$ cat src/rtl/note_sound_pkg.sv
// note_sound_pkg: shared types and voice tables for note_sound_scheduler.
// Half-periods are in clk_50 cycles (50 MHz) for a square-wave generator.
package note_sound_pkg;

  localparam int HP_W = 18;

  typedef enum logic [2:0] {
    NONE  = 3'd0,
    LANE0 = 3'd1,
    LANE1 = 3'd2,
    LANE2 = 3'd3,
    HIT   = 3'd4,
    MISS  = 3'd5
  } voice_e;

  typedef enum logic [1:0] {
    IDLE = 2'd0,
    PLAY = 2'd1,
    GAP  = 2'd2
  } state_e;

  localparam logic [HP_W-1:0] HP_C5 = 18'd47801;
  localparam logic [HP_W-1:0] HP_E5 = 18'd37936;
  localparam logic [HP_W-1:0] HP_G5 = 18'd31888;
  localparam logic [HP_W-1:0] HP_C6 = 18'd23878;
  localparam logic [HP_W-1:0] HP_G3 = 18'd127551;

  typedef struct packed {
    logic [HP_W-1:0] half_period;
    logic            last_step;
  } voice_step_t;

  // Step table: lanes are single-step, hit and miss have two steps.
  function automatic voice_step_t voice_step(input voice_e v, input logic step);
    voice_step_t r;
    r.half_period = '0;
    r.last_step   = 1'b1;
    case (v)
      LANE0: r.half_period = HP_C5;
      LANE1: r.half_period = HP_E5;
      LANE2: r.half_period = HP_G5;
      HIT: begin
        r.half_period = step ? HP_C6 : HP_G5;
        r.last_step   = step;
      end
      MISS: begin
        r.half_period = HP_G3;
        r.last_step   = step;
      end
      default: r.half_period = '0;
    endcase
    return r;
  endfunction

  function automatic logic is_lane(input voice_e v);
    return (v == LANE0) || (v == LANE1) || (v == LANE2);
  endfunction

endpackage

$ cat src/rtl/note_sound_scheduler_sync.sv
// sync_edge_det: 2-flop synchronizer for an asynchronous level plus a
// delayed copy, producing the synchronized level and a rising-edge pulse.
module sync_edge_det (
  input  logic clk_50,
  input  logic rst,
  input  logic async_i,
  output logic level_o,
  output logic rise_o
);

  logic s1_q;
  logic s2_q;
  logic s2_dly_q;

  // Synchronizer chain and one-cycle delayed copy for edge detection.
  always_ff @(posedge clk_50 or posedge rst) begin
    if (rst) begin
      s1_q     <= 1'b0;
      s2_q     <= 1'b0;
      s2_dly_q <= 1'b0;
    end else begin
      s1_q     <= async_i;
      s2_q     <= s1_q;
      s2_dly_q <= s2_q;
    end
  end

  assign level_o = s2_q;
  assign rise_o  = s2_q & ~s2_dly_q;

endmodule

$ cat src/rtl/note_sound_scheduler.sv
// note_sound_scheduler: arbitrates five tone requesters (three lanes, hit,
// miss) onto one square-wave generator, sequencing each grant as
// play-then-gap.
// Optional build macro NOTE_SUSTAIN_EN: a lane voice keeps playing while its
// button stays held, up to 4*NOTE_CYCLES.
//
// state | meaning
// IDLE  | waiting for a pending request with enable high
// PLAY  | tone generator running, counting note steps
// GAP   | silent spacing after a grant, voice still reported
module note_sound_scheduler
  import note_sound_pkg::*;
#(
  parameter int NOTE_CYCLES = 5000000,
  parameter int GAP_CYCLES  = 250000,
  parameter int DIV_W       = 18,
  parameter int CNT_W       = 25
) (
  input  logic             clk_50,
  input  logic             rst,
  input  logic             enable,
  input  logic [2:0]       lane_req,
  input  logic             hit_evt,
  input  logic             miss_evt,
  output logic [DIV_W-1:0] tone_half_period,
  output logic             tone_valid,
  output logic             tone_load,
  output logic [2:0]       active_voice,
  output logic             busy
);

  // Source index: 0..2 lanes, 3 hit, 4 miss.
  localparam int SRC_HIT  = 3;
  localparam int SRC_MISS = 4;

  if (NOTE_CYCLES < 1 || longint'(NOTE_CYCLES) >= (longint'(1) << CNT_W)) begin : g_bad_note
    $error("NOTE_CYCLES does not fit in CNT_W");
  end
  if (GAP_CYCLES < 1 || longint'(GAP_CYCLES) >= (longint'(1) << CNT_W)) begin : g_bad_gap
    $error("GAP_CYCLES does not fit in CNT_W");
  end
`ifdef NOTE_SUSTAIN_EN
  if (4 * longint'(NOTE_CYCLES) >= (longint'(1) << CNT_W)) begin : g_bad_sustain
    $error("4*NOTE_CYCLES does not fit in CNT_W");
  end
  localparam logic [CNT_W-1:0] SUST_LAST = CNT_W'(4 * NOTE_CYCLES - 1);
`endif

  localparam logic [CNT_W-1:0] NOTE_LAST = CNT_W'(NOTE_CYCLES - 1);
  localparam logic [CNT_W-1:0] GAP_LAST  = CNT_W'(GAP_CYCLES - 1);

  logic [4:0] src_raw;
  logic [4:0] src_lvl;
  logic [4:0] src_rise;

  assign src_raw = {miss_evt, hit_evt, lane_req};

  for (genvar i = 0; i < 5; i++) begin : g_sync
    sync_edge_det u_sync (
      .clk_50  (clk_50),
      .rst     (rst),
      .async_i (src_raw[i]),
      .level_o (src_lvl[i]),
      .rise_o  (src_rise[i])
    );
  end

  state_e            state_q, state_d;
  voice_e            voice_q, voice_d;
  logic              step_q, step_d;
  logic [1:0]        rr_q, rr_d;
  logic [CNT_W-1:0]  cnt_q, cnt_d;
  logic [4:0]        pend_q, pend_d;
  logic [4:0]        clr;
  logic              start_step;
  logic [DIV_W-1:0]  tone_hp_q, tone_hp_d;
  logic              valid_q, valid_d;
  logic              load_q, load_d;

  voice_e            gnt_voice;
  logic [4:0]        gnt_mask;
  logic [1:0]        gnt_rr;
  logic              play_done;
  voice_step_t       cur_step;
  voice_step_t       next_step;

  assign cur_step  = voice_step(voice_q, step_q);
  assign next_step = voice_step(voice_d, step_d);

  // Set beats clear: an edge arriving on the grant cycle is replayed later.
  assign pend_d = (pend_q & ~clr) | src_rise;

  // Pending request bits.
  always_ff @(posedge clk_50 or posedge rst) begin
    if (rst) pend_q <= '0;
    else     pend_q <= pend_d;
  end

  // Arbitration: hit, then miss, then lanes round-robin from rr_q.
  always_comb begin
    int j;
    j         = 0;
    gnt_voice = NONE;
    gnt_mask  = '0;
    gnt_rr    = rr_q;
    for (int k = 2; k >= 0; k--) begin
      j = int'(rr_q) + k;
      if (j >= 3) j = j - 3;
      if (pend_q[j]) begin
        gnt_voice = voice_e'(3'(j + 1));
        gnt_mask  = 5'(1 << j);
        gnt_rr    = (j == 2) ? 2'd0 : 2'(j + 1);
      end
    end
    if (pend_q[SRC_MISS]) begin
      gnt_voice = MISS;
      gnt_mask  = 5'b10000;
      gnt_rr    = rr_q;
    end
    if (pend_q[SRC_HIT]) begin
      gnt_voice = HIT;
      gnt_mask  = 5'b01000;
      gnt_rr    = rr_q;
    end
  end

`ifdef NOTE_SUSTAIN_EN
  logic lane_lvl;
  logic unused_lvl;
  assign unused_lvl = ^src_lvl[4:3];

  // End of a note step; a held lane extends its note up to 4 steps long.
  always_comb begin
    lane_lvl = 1'b0;
    case (voice_q)
      LANE0:   lane_lvl = src_lvl[0];
      LANE1:   lane_lvl = src_lvl[1];
      LANE2:   lane_lvl = src_lvl[2];
      default: lane_lvl = 1'b0;
    endcase
    play_done = (cnt_q == NOTE_LAST);
    if (is_lane(voice_q))
      play_done = (cnt_q >= NOTE_LAST) && (!lane_lvl || (cnt_q == SUST_LAST));
  end
`else
  logic unused_lvl;
  assign unused_lvl = ^src_lvl;

  // End of a note step.
  always_comb begin
    play_done = (cnt_q == NOTE_LAST);
  end
`endif

  logic unused_step_bits;
  assign unused_step_bits = ^{cur_step.half_period, next_step.last_step};

  // FSM state and sequencing registers.
  always_ff @(posedge clk_50 or posedge rst) begin
    if (rst) begin
      state_q <= IDLE;
      voice_q <= NONE;
      step_q  <= 1'b0;
      rr_q    <= 2'd0;
      cnt_q   <= '0;
    end else begin
      state_q <= state_d;
      voice_q <= voice_d;
      step_q  <= step_d;
      rr_q    <= rr_d;
      cnt_q   <= cnt_d;
    end
  end

  // Next-state logic: grant, step advance, gap timing.
  always_comb begin
    state_d    = state_q;
    voice_d    = voice_q;
    step_d     = step_q;
    rr_d       = rr_q;
    cnt_d      = cnt_q + 1'b1;
    clr        = '0;
    start_step = 1'b0;
    case (state_q)
      IDLE: begin
        cnt_d = cnt_q;
        if (enable && (gnt_voice != NONE)) begin
          state_d    = PLAY;
          voice_d    = gnt_voice;
          step_d     = 1'b0;
          cnt_d      = '0;
          clr        = gnt_mask;
          rr_d       = gnt_rr;
          start_step = 1'b1;
        end
      end
      PLAY: begin
        if (play_done) begin
          cnt_d = '0;
          if (!cur_step.last_step) begin
            step_d     = 1'b1;
            start_step = 1'b1;
          end else begin
            state_d = GAP;
          end
        end
      end
      GAP: begin
        if (cnt_q == GAP_LAST) begin
          state_d = IDLE;
          voice_d = NONE;
          cnt_d   = '0;
        end
      end
      default: begin
        state_d = IDLE;
        voice_d = NONE;
        cnt_d   = '0;
      end
    endcase
  end

  // Output next values, registered so they change on the transition edge.
  always_comb begin
    valid_d   = (state_d == PLAY);
    load_d    = start_step;
    tone_hp_d = tone_hp_q;
    if (start_step) tone_hp_d = DIV_W'(next_step.half_period);
  end

  // Output registers; async reset drops tone_valid immediately.
  always_ff @(posedge clk_50 or posedge rst) begin
    if (rst) begin
      tone_hp_q <= '0;
      valid_q   <= 1'b0;
      load_q    <= 1'b0;
    end else begin
      tone_hp_q <= tone_hp_d;
      valid_q   <= valid_d;
      load_q    <= load_d;
    end
  end

  assign tone_half_period = tone_hp_q;
  assign tone_valid       = valid_q;
  assign tone_load        = load_q;
  assign active_voice     = voice_q;
  assign busy             = (state_q != IDLE);

endmodule

$ cat config.mk
export PLATFORM = sky130hd
export DESIGN_NAME = note_sound_scheduler
export DESIGN_NICKNAME = d
export VERILOG_FILES = /design/src/rtl/note_sound_pkg.sv /design/src/rtl/note_sound_scheduler_sync.sv /design/src/rtl/note_sound_scheduler.sv
export SDC_FILE = /design/constraint.sdc
export NUM_CORES = 1
export LEC_CHECK = 0
export CORE_MARGIN = 2
export CORE_UTILIZATION = 30
export DETAILED_ROUTE_END_ITERATION = 7
export DONT_BUFFER_PORTS = 1
export SLEW_MARGIN = 10
export SYNTH_ARGS = -nofsm -noshare
export SYNTH_HDL_FRONTEND = slang
export SYNTH_HIERARCHICAL = 1
export SYNTH_SLANG_ARGS = --single-unit
$ cat constraint.sdc
create_clock -name clk_50 -period 4.1 [get_ports clk_50]
set_input_delay 0.615 -clock clk_50 [delete_from_list [all_inputs] [get_ports clk_50]]
set_output_delay 0.615 -clock clk_50 [all_outputs]
set_load 0.005 [all_outputs]
# Word-level counts from Yosys, hierarchy flattened
# Index checks and enable logic that the tools add are counted.
# W data, S select, Z words.
# totals
reg_bits	73
out_inout_bits	24
wordCells	133
# op_classes
n_addsub	9
order_cmp	6
eq_ne	16
shifts	3
muxes	53
bitwise_logic	15
reduce_logical	7
# ops
op	count
$eq A32 B3 Y1 const B	3
$lt A32 B5 Y1 const B	3
$mux W32	3
$shl A1 B32 Y5 const A	3
$pmux W17 S5	1
$mux W25	3
$pmux W25 S3	1
$mux W5	7
$add A25 B1 Y25 const B	1
$eq A25 B18 Y1 const B	1
$eq A25 B23 Y1 const B	1
$mux W3	7
$mux W2	10
$mux W14	1
$mux W1	13
$eq A3 B3 Y1 const B	4
$add A3 B2 Y3 const B	3
$bmux W1 S3	3
$pmux W3 S3	1
$sub A3 B2 Y4 const B	2
$not A1 Y1	7
$eq A3 B2 Y1 const B	2
$ge A3 B2 Y1 const B	2
$pmux W2 S3	1
19 further kinds	26

# Depth between registers and ports, before layout
# Gate-level depths: netlist of run 1.
# logic_depth
ltp_word	18
depth_mapped	17
depth_no_buf	15

# Cells and area by module
# Netlist of run 1, hierarchy kept.
# modules_own_cells
mod	n_inst	cells_each	area_each_um2
note_sound_scheduler	1	385	3522.1
sync_edge_det	5	5	92.6

# Worst setup path before layout of run 1
# OpenSTA, ideal clock, no wires.
# synth_path
path_kind	flip-flop to flip-flop
start	register rr_q[1]
end	register tone_hp_q[9], in the netlist tone_half_period[9]
arrival_ps	3688
required_time_ps	3978
setup_slack_ps	291
stages_incl_launch_ff	17
n_path_buf	1
synth_period_minus_slack_ps	3809
cell_sequence	dfrtp_1 inv_1 ha_1 buf_6 mux4_2 a211o_1 or2_1 nor3b_2 nor4_1 a221oi_4 or2_2 inv_1 ha_1 inv_1 a31oi_1 nor3_2 a32o_1
# synth_between
elab_chain_len	17
elab_cells_between_ends	40
# synth_rtl
item	line	source
start, declared	note_sound_scheduler.sv:71	logic [1:0] rr_q, rr_d;
start signal, assigned	note_sound_scheduler.sv:170	rr_q <= rr_d;
$add A2 B2 Y3	note_sound_scheduler.sv:107	j = int'(rr_q) + k;
$sub A3 B2 Y4 / $ge A3 B2 Y1 (equally long branches)	note_sound_scheduler.sv:108	if (j >= 3) j = j - 3;
$mux W32	note_sound_scheduler.sv:108	
$bmux W1 S3	note_sound_scheduler.sv:109	if (pend_q[j]) begin
$mux W1 (not written as such) (2 in a row)	note_sound_scheduler.sv:109	
$mux W3 (2 in a row)	note_sound_scheduler.sv:109	
$mux W3 *	note_sound_scheduler.sv:109	
$mux W3 *	note_sound_scheduler.sv:115	if (pend_q[SRC_MISS]) begin
$mux W3 *	note_sound_scheduler.sv:120	if (pend_q[SRC_HIT]) begin
$reduce_bool A3 Y1	note_sound_scheduler.sv:187	if (enable && (gnt_voice != NONE)) begin
$logic_and A1 B1 Y1	note_sound_scheduler.sv:187	
$mux W3 *	note_sound_scheduler.sv:187	
$pmux W3 S3 *	note_sound_scheduler.sv:184	case (state_q)
via voice_d[2]	note_sound_scheduler.sv:69	voice_e voice_q, voice_d;
$eq A3 B3 Y1, or another cell as far along	--	
$pmux W17 S5 *	note_sound_pkg.sv:38	case (v)
end signal, assigned	note_sound_scheduler.sv:238	tone_hp_q <= tone_hp_d;
end, declared	note_sound_scheduler.sv:76	logic [DIV_W-1:0] tone_hp_q, tone_hp_d;
# Mark *: on every way through the listed nets, which the timed path passes. The rest lies on a longest branch. The select of a mux whose other input is x is not followed.
# A chain may end at the register's enable or synchronous reset.

# Worst setup path in the final report of run 1
# layout_path
start	register rr_q[0]
end	register tone_hp_q[9], in the netlist tone_half_period[9]
# The elaborated chain is that of the path after synthesis.

==> metrics.txt, run 1 <==
CTS tree yes; Reg2Reg Setup Slack 0.24 ns; Synth Flop Type dfrtp_1; worst hold path class in2async; CP max stage delay 0.44 ns; WS Path Type reg2reg; Clock transition at path regs 0.05 ns; EDFF count, synth 0; RSZ-0062 raised after global routing false; chip width 119 um; area delta synth->final 14.0%; Max Clock Skew 0.00834 ns; Clock Power Share 24.5%; CTS Buffer Depth 2; floorplan row count 42; area leader, netlist dfrtp_1; fin. max-slew vios 0; Seq cells post-synth 67; cell repeated most along the worst path inv_1; Yosys top cell area share 42.1%; Antenna Cells 0; initial antenna violation count 0; peak supply drop 0.000215 V; Internal Power 0.00194 W; setup violators final 0; combinational power share 47.5%; outcome finished, final reports clean; CP max-delay cell dfrtp_1; syn_nets 432; number of global-route vias before repair 3,116; boundary pin count 32; Fmax 259 MHz; first-pass GRT wire length 15,600 um; Initial Util 30.5%; Power Density 720 nW/um^2; nets@finish 438; Hold-fix buffers, CTS 0; Lkg Pwr 1.84 nW; Layout Utilization 34.7%; cells after synthesis 410; CTS Root Cell clkbuf_16; pre-CTS WS 0.229 ns; synth top area cells dfrtp_1 (42%), ha_1 (4.4%), xnor2_1 (4.2%); Fill cells 1,312; P_sw 0.00133 W; worst-path fanout max 8; Die ar. 14,200 um^2; DRC 0; Avg Cell Area, Syn 9.72 um^2; Slew @ Worst Pin 0.616 ns; Sw Ratio 40.7%; crit share post-route 94.2%; worst reg2reg endpoint tone_half_period[9]$_DFFE_PP0P_; final worst setup slack 0.237 ns; Seq pwr share 28.0%; cell family with most CP delay compound AO/OA/AOI/OAI gates; ANT nets after route 0; Critical R2R Launch rr_q[0]$_DFFE_PP0P_; post-synthesis cell area 3990 um^2; required time of the critical path 4.32 ns; YS warnings 6; vias 2,975; total track usage 13.6%; Post-synth top cells dfrtp_1 (67), nor2_1 (44), inv_1 (31), nand2_1 (31), xnor2_1 (19); Worst Path Arrival 4.08 ns; critical path buffer and inverter count 4; H-tree depth 3; total of max-cap violations 0; total negative slack 0 ns; total clock buffers created by CTS 9; Critical Path Start Type register; ys async rst share 100%; vias per inst 4.99; reg2reg path depth 16; critical-path cell list inv_1, ha_1, mux2_2, a32oi_1, a21oi_1, a211oi_1, and3_1, a221oi_4, nor2_1, inv_1, ha_1, inv_1, a31oi_1, nor3_2, buf_4, a32o_1; CTS Sinks 67; port bufs 0; initial drt markers 262; share of layout cells above drive strength 1 15.2%; crit end category register; grt total ovfl 0; final hold vios 0; Detail Placement HPWL 6290 um; fin crit period 3.86 ns; cell with the most instances after synthesis dfrtp_1; Slew headroom 58.4%; largest net degree at the start of global routing 47; final wirelength 8910 um; core area 13,100 um^2; register area share after synthesis 42.1%; clock latency at the later pin of the worst-skew pair 0.33 ns; die height 119 um; DRT Pass-1 Iters 4; Placer Congestion 0.853; drt wl/cell 14.9 um; synth unique cells 71
power groups by stage:
stage	Clock, W	Combinational [W]	Sequential, W
finish	0.000803	0.00155	0.000915
global route	0.000851	0.00173	0.000930
CTS	0.000821	0.00152	0.000915
detailed placement	0	0.00151	0.000923
global placement	0	0.00151	0.000922
floorplan	0	0.00117	0.000877
what timing repair did:
| action | CTS | global route |
|---|---|---|
| setup endpoints to repair | 0 | 9 |
| buffers inserted | 0 | 1 |
| resized for setup | 0 | 5 |
layer usage:
metal / vias up / wire length [um] / track usage [%] / part of all wire [%]
met5: - / 0 / 0 / 0
met4: 0 / 176 / 5.36 / 2.0
met3: 10 / 372 / 3.54 / 4.2
met2: 59 / 4260 / 21.1 / 48
met1: 1445 / 4100 / 18.1 / 46
li1: 1461 / - / - / -
per-stage QoR:
step,std cells,power [W],area [um^2],hold WS [ns]
floorplan,410,0.00204,3990,0.331
global placement,580,0.00243,4200,0.335
detailed placement,580,0.00243,4200,0.340
CTS,595,0.00325,4510,0.0292
global route,596,0.00351,4540,0.0293
finish,596,0.00327,4540,0.0353
sequential cells by signal, indices dropped and copies added, names as in the netlist:
register                cells
rr_q                        2
g_sync.u_sync/s1_q          5
cnt_q                      25
g_sync.u_sync/s2_dly_q      5
step_q                      1
tone_valid                  1
g_sync.u_sync/level_o       5
active_voice                3
tone_load                   1
tone_half_period           12
state_q                     2
pend_q                      5
cell type report:
class | count | area [um^2] | area share, %
Multi-Input combinational cell | 291 | 2100 | 46.2
Sequential cell | 67 | 1680 | 36.9
Clock buffer | 14 | 284 | 6.25
Tap cell | 176 | 220 | 4.85
Inverter | 32 | 120 | 2.64
Timing Repair Buffer | 15 | 113 | 2.48
Clock inverter | 1 | 30.0 | 0.661
cell usage in the layout (no fill, tap or decap), types with 4 or more instances in the layout:
master	n
a2111oi_2	6
a211oi_1	14
a21o_1	7
a21oi_1	11
a22o_1	5
and2_1	9
and3_1	7
and4_1	4
buf_4	15
clkbuf_16	9
clkbuf_8	4
dfrtp_1	67
ha_1	13
inv_1	30
nand2_1	31
nand2b_1	7
nand3_1	9
nor2_1	44
nor2b_4	5
o21ai_0	17
o21ai_1	9
or2_1	4
xnor2_1	19
cells by family after synthesis:
kind of cell    synth area share [%]
simple gates                    19.2
compound gates                  22.4
flops                           42.1
buf+inv                         5.78
xor+xnor                        4.40
fa+ha+maj                       4.40
mux                             1.66
other cells                   0.0941
worst max-delay path by stage:
stage	start	to	cells after the start
finish	rr_q[0]$_DFFE_PP0P_	tone_half_period[9]$_DFFE_PP0P_	16
global route	rr_q[1]$_DFFE_PP0P_	tone_half_period[9]$_DFFE_PP0P_	16
detailed placement	rr_q[0]$_DFFE_PP0P_	tone_half_period[9]$_DFFE_PP0P_	15
floorplan	rr_q[1]$_DFFE_PP0P_	tone_half_period[9]$_DFFE_PP0P_	16
global placement	rr_q[0]$_DFFE_PP0P_	tone_half_period[9]$_DFFE_PP0P_	15
CTS	rr_q[0]$_DFFE_PP0P_	tone_half_period[2]$_DFFE_PP0P_	15
Power figures use the tool's default switching activity.
==> run 2: changes to the inputs <==
--- a/config.mk
+++ b/config.mk
@@ -7,6 +7,7 @@
 export LEC_CHECK = 0
 export CORE_MARGIN = 2
 export CORE_UTILIZATION = 30
+export CTS_CLUSTER_SIZE = 16
 export DETAILED_ROUTE_END_ITERATION = 7
 export DONT_BUFFER_PORTS = 1
 export SLEW_MARGIN = 10
==> results of run 2 <==
No change in the layout: final DEF, timing and power equal those of run 1.
==> run 3: changes to the inputs <==
--- a/config.mk
+++ b/config.mk
@@ -5,7 +5,6 @@
 export SDC_FILE = /design/constraint.sdc
 export NUM_CORES = 1
 export LEC_CHECK = 0
-export CORE_MARGIN = 2
 export CORE_UTILIZATION = 30
 export CTS_CLUSTER_SIZE = 16
 export DETAILED_ROUTE_END_ITERATION = 7
==> run 3 against run 2 <==
Effect of this change:
- first-iteration DRC count decreased by 28%
- register-to-register slack improved by 0.04 ns
- largest cell class unchanged
- sequential power decreased by 0.5%
- critical path type unchanged
- worst hold slack got worse by 0.0018 ns
==> metrics.txt, run 3 (same netlist as run 1, synthesis figures left out) <==
Fill cells 1,255; met1 WL 4130 um; first-pass GRT wire length 15,100 um; drt wl/cell 15.2 um; Placer Congestion 0.869; wire length on met3 333 um; Lkg Pwr 1.85 nW; Die ar. 13,700 um^2; Worst Path Arrival 4.04 ns; CTS Sinks 67; total negative slack 0 ns; fin crit period 3.82 ns; Critical Path Start Type register; reg2reg path depth 16; WS Path Type reg2reg; largest reg by FF count cnt_q; CTS Buffer Depth 2; Max Clock Skew 0.0120 ns; FF+latch area 1680 um^2; Final Power 0.00330 W; peak supply drop 0.000215 V; most common cell after layout, fill and taps aside dfrtp_1; nets@finish 440; total clock buffers created by CTS 9; Initial Util 31.2%; required time of the critical path 4.33 ns; fin area 4560 um^2; placed instance area 4210 um^2; Fmax 262 MHz; final wirelength 9030 um; max reg flops 25; fin. max-slew vios 0; largest net degree at the start of global routing 53; setup violators final 0; Reg2Reg Setup Slack 0.28 ns; Power Density 724 nW/um^2; met2 wire length 4380 um; area of the multi-input gates 2090 um^2; Layout Utilization 35.7%; DRT Pass-1 Iters 4; vias per inst 5.09; Detail Placement HPWL 6330 um; Antenna Cells 0; CP max stage delay 0.45 ns; DRC 0; cell repeated most along the worst path inv_1; port bufs 0; initial drt markers 188; total track usage 14.3%; worst-path fanout max 6; vias 3,031; Critical R2R Launch rr_q[0]$_DFFE_PP0P_; outcome finished, final reports clean; floorplan row count 41; crit share post-route 93.1%; die height 117 um; core area 12,800 um^2; ANT nets after route 0; total of max-cap violations 0; pre-CTS WS 0.180 ns; chip width 117 um; CTS Root Cell clkbuf_16; number of global-route vias before repair 3,036; worst hold path class in2async; grt total ovfl 0; CP max-delay cell dfrtp_1; H-tree depth 3; share of layout cells above drive strength 1 15.8%; boundary pin count 32; commonest cells after routing, fill and taps aside dfrtp_1 (67), nor2_1 (43), nand2_1 (31); Hold-fix buffers, CTS 0; crit end category register; clock latency at the later pin of the worst-skew pair 0.34 ns; CTS tree yes; Slew headroom 52.5%; Slew @ Worst Pin 0.707 ns; final hold vios 0; worst reg2reg endpoint tone_half_period[9]$_DFFE_PP0P_; area delta synth->final 14.3%; DR top layer met4; Clock transition at path regs 0.06 ns; RSZ-0062 raised after global routing false; critical-path cell list inv_1, ha_1, mux2_2, a32oi_1, a21oi_1, a211o_1, nor4_2, a221oi_4, or2_2, inv_1, ha_1, inv_1, a31oi_1, nor3_2, buf_4, a32o_1; initial antenna violation count 0; final worst setup slack 0.282 ns
## run 3: changes by cell type in the layout (fill, tap and decap cells not counted), sizes merged
| cell | previous run | this run |
|---|---|---|
| inv | 31 | 33 |
| clkinvlp | 0 | 1 |
| bufinv | 1 | 2 |
| buf | 15 | 17 |
| clkinv | 1 | 3 |
| clkbuf | 14 | 9 |
## run 3: worst max path at each step
stage / start / endpoint / slack [ns] / depth (start not counted)
after floorplan: rr_q[1]$_DFFE_PP0P_ / tone_half_period[9]$_DFFE_PP0P_ / 0.29 / 16
after CTS: rr_q[0]$_DFFE_PP0P_ / tone_half_period[9]$_DFFE_PP0P_ / 0.14 / 15
after global placement: rr_q[0]$_DFFE_PP0P_ / tone_half_period[9]$_DFFE_PP0P_ / 0.25 / 15
final: rr_q[0]$_DFFE_PP0P_ / tone_half_period[9]$_DFFE_PP0P_ / 0.28 / 16
after global routing: rr_q[0]$_DFFE_PP0P_ / tone_half_period[9]$_DFFE_PP0P_ / 0.004 / 17
after detailed placement: rr_q[0]$_DFFE_PP0P_ / tone_half_period[9]$_DFFE_PP0P_ / 0.18 / 15
## run 3: routing by layer
layer	GRT usage, %	vias up
met5	0	-
met4	5.32	0
met3	4.02	16
met2	23.5	44
met1	18.0	1501
li1	-	1470
## run 3: per-stage QoR
stage / std cells / hold WS, ns
floorplan: 410 / 0.331
finish: 595 / 0.0335
CTS: 594 / 0.0219
global route: 595 / 0.0244
detailed placement: 578 / 0.336
global placement: 578 / 0.335
## run 3: layout make-up
cell class / count / area share [%]
sequential: 67 / 36.8
inverter: 32 / 2.64
clock inverter: 7 / 2.17
timing repair buffer: 17 / 2.80
multi-input combinational: 291 / 45.9
clock buffer: 9 / 4.94
tap: 172 / 4.72
## run 3: critical path: cells and delay by family, from the launching register on
| family | cells | cell delay [ns] |
|---|---|---|
| AO/OA/AOI/OAI | 6 | 1.37 |
| AND/OR/NAND/NOR | 3 | 0.63 |
| adder cells (fa/ha/maj) | 2 | 0.49 |
| flip-flops | 1 | 0.45 |
| buffers and inverters | 4 | 0.42 |
| multiplexers | 1 | 0.36 |
## run 3: power by group
group          total [W]  switching (W)  internal (W)
sequential      0.000910       0.000136      0.000774
clock           0.000836       0.000299      0.000536
combinational    0.00155       0.000924      0.000630
total            0.00330        0.00136       0.00194
## run 3: repair_timing
action / CTS / global route
resized for setup: 0 / 4
endpoints found under the hold margin: 0 / 0
setup endpoints to repair: 0 / 9
setup buffers: 0 / 1
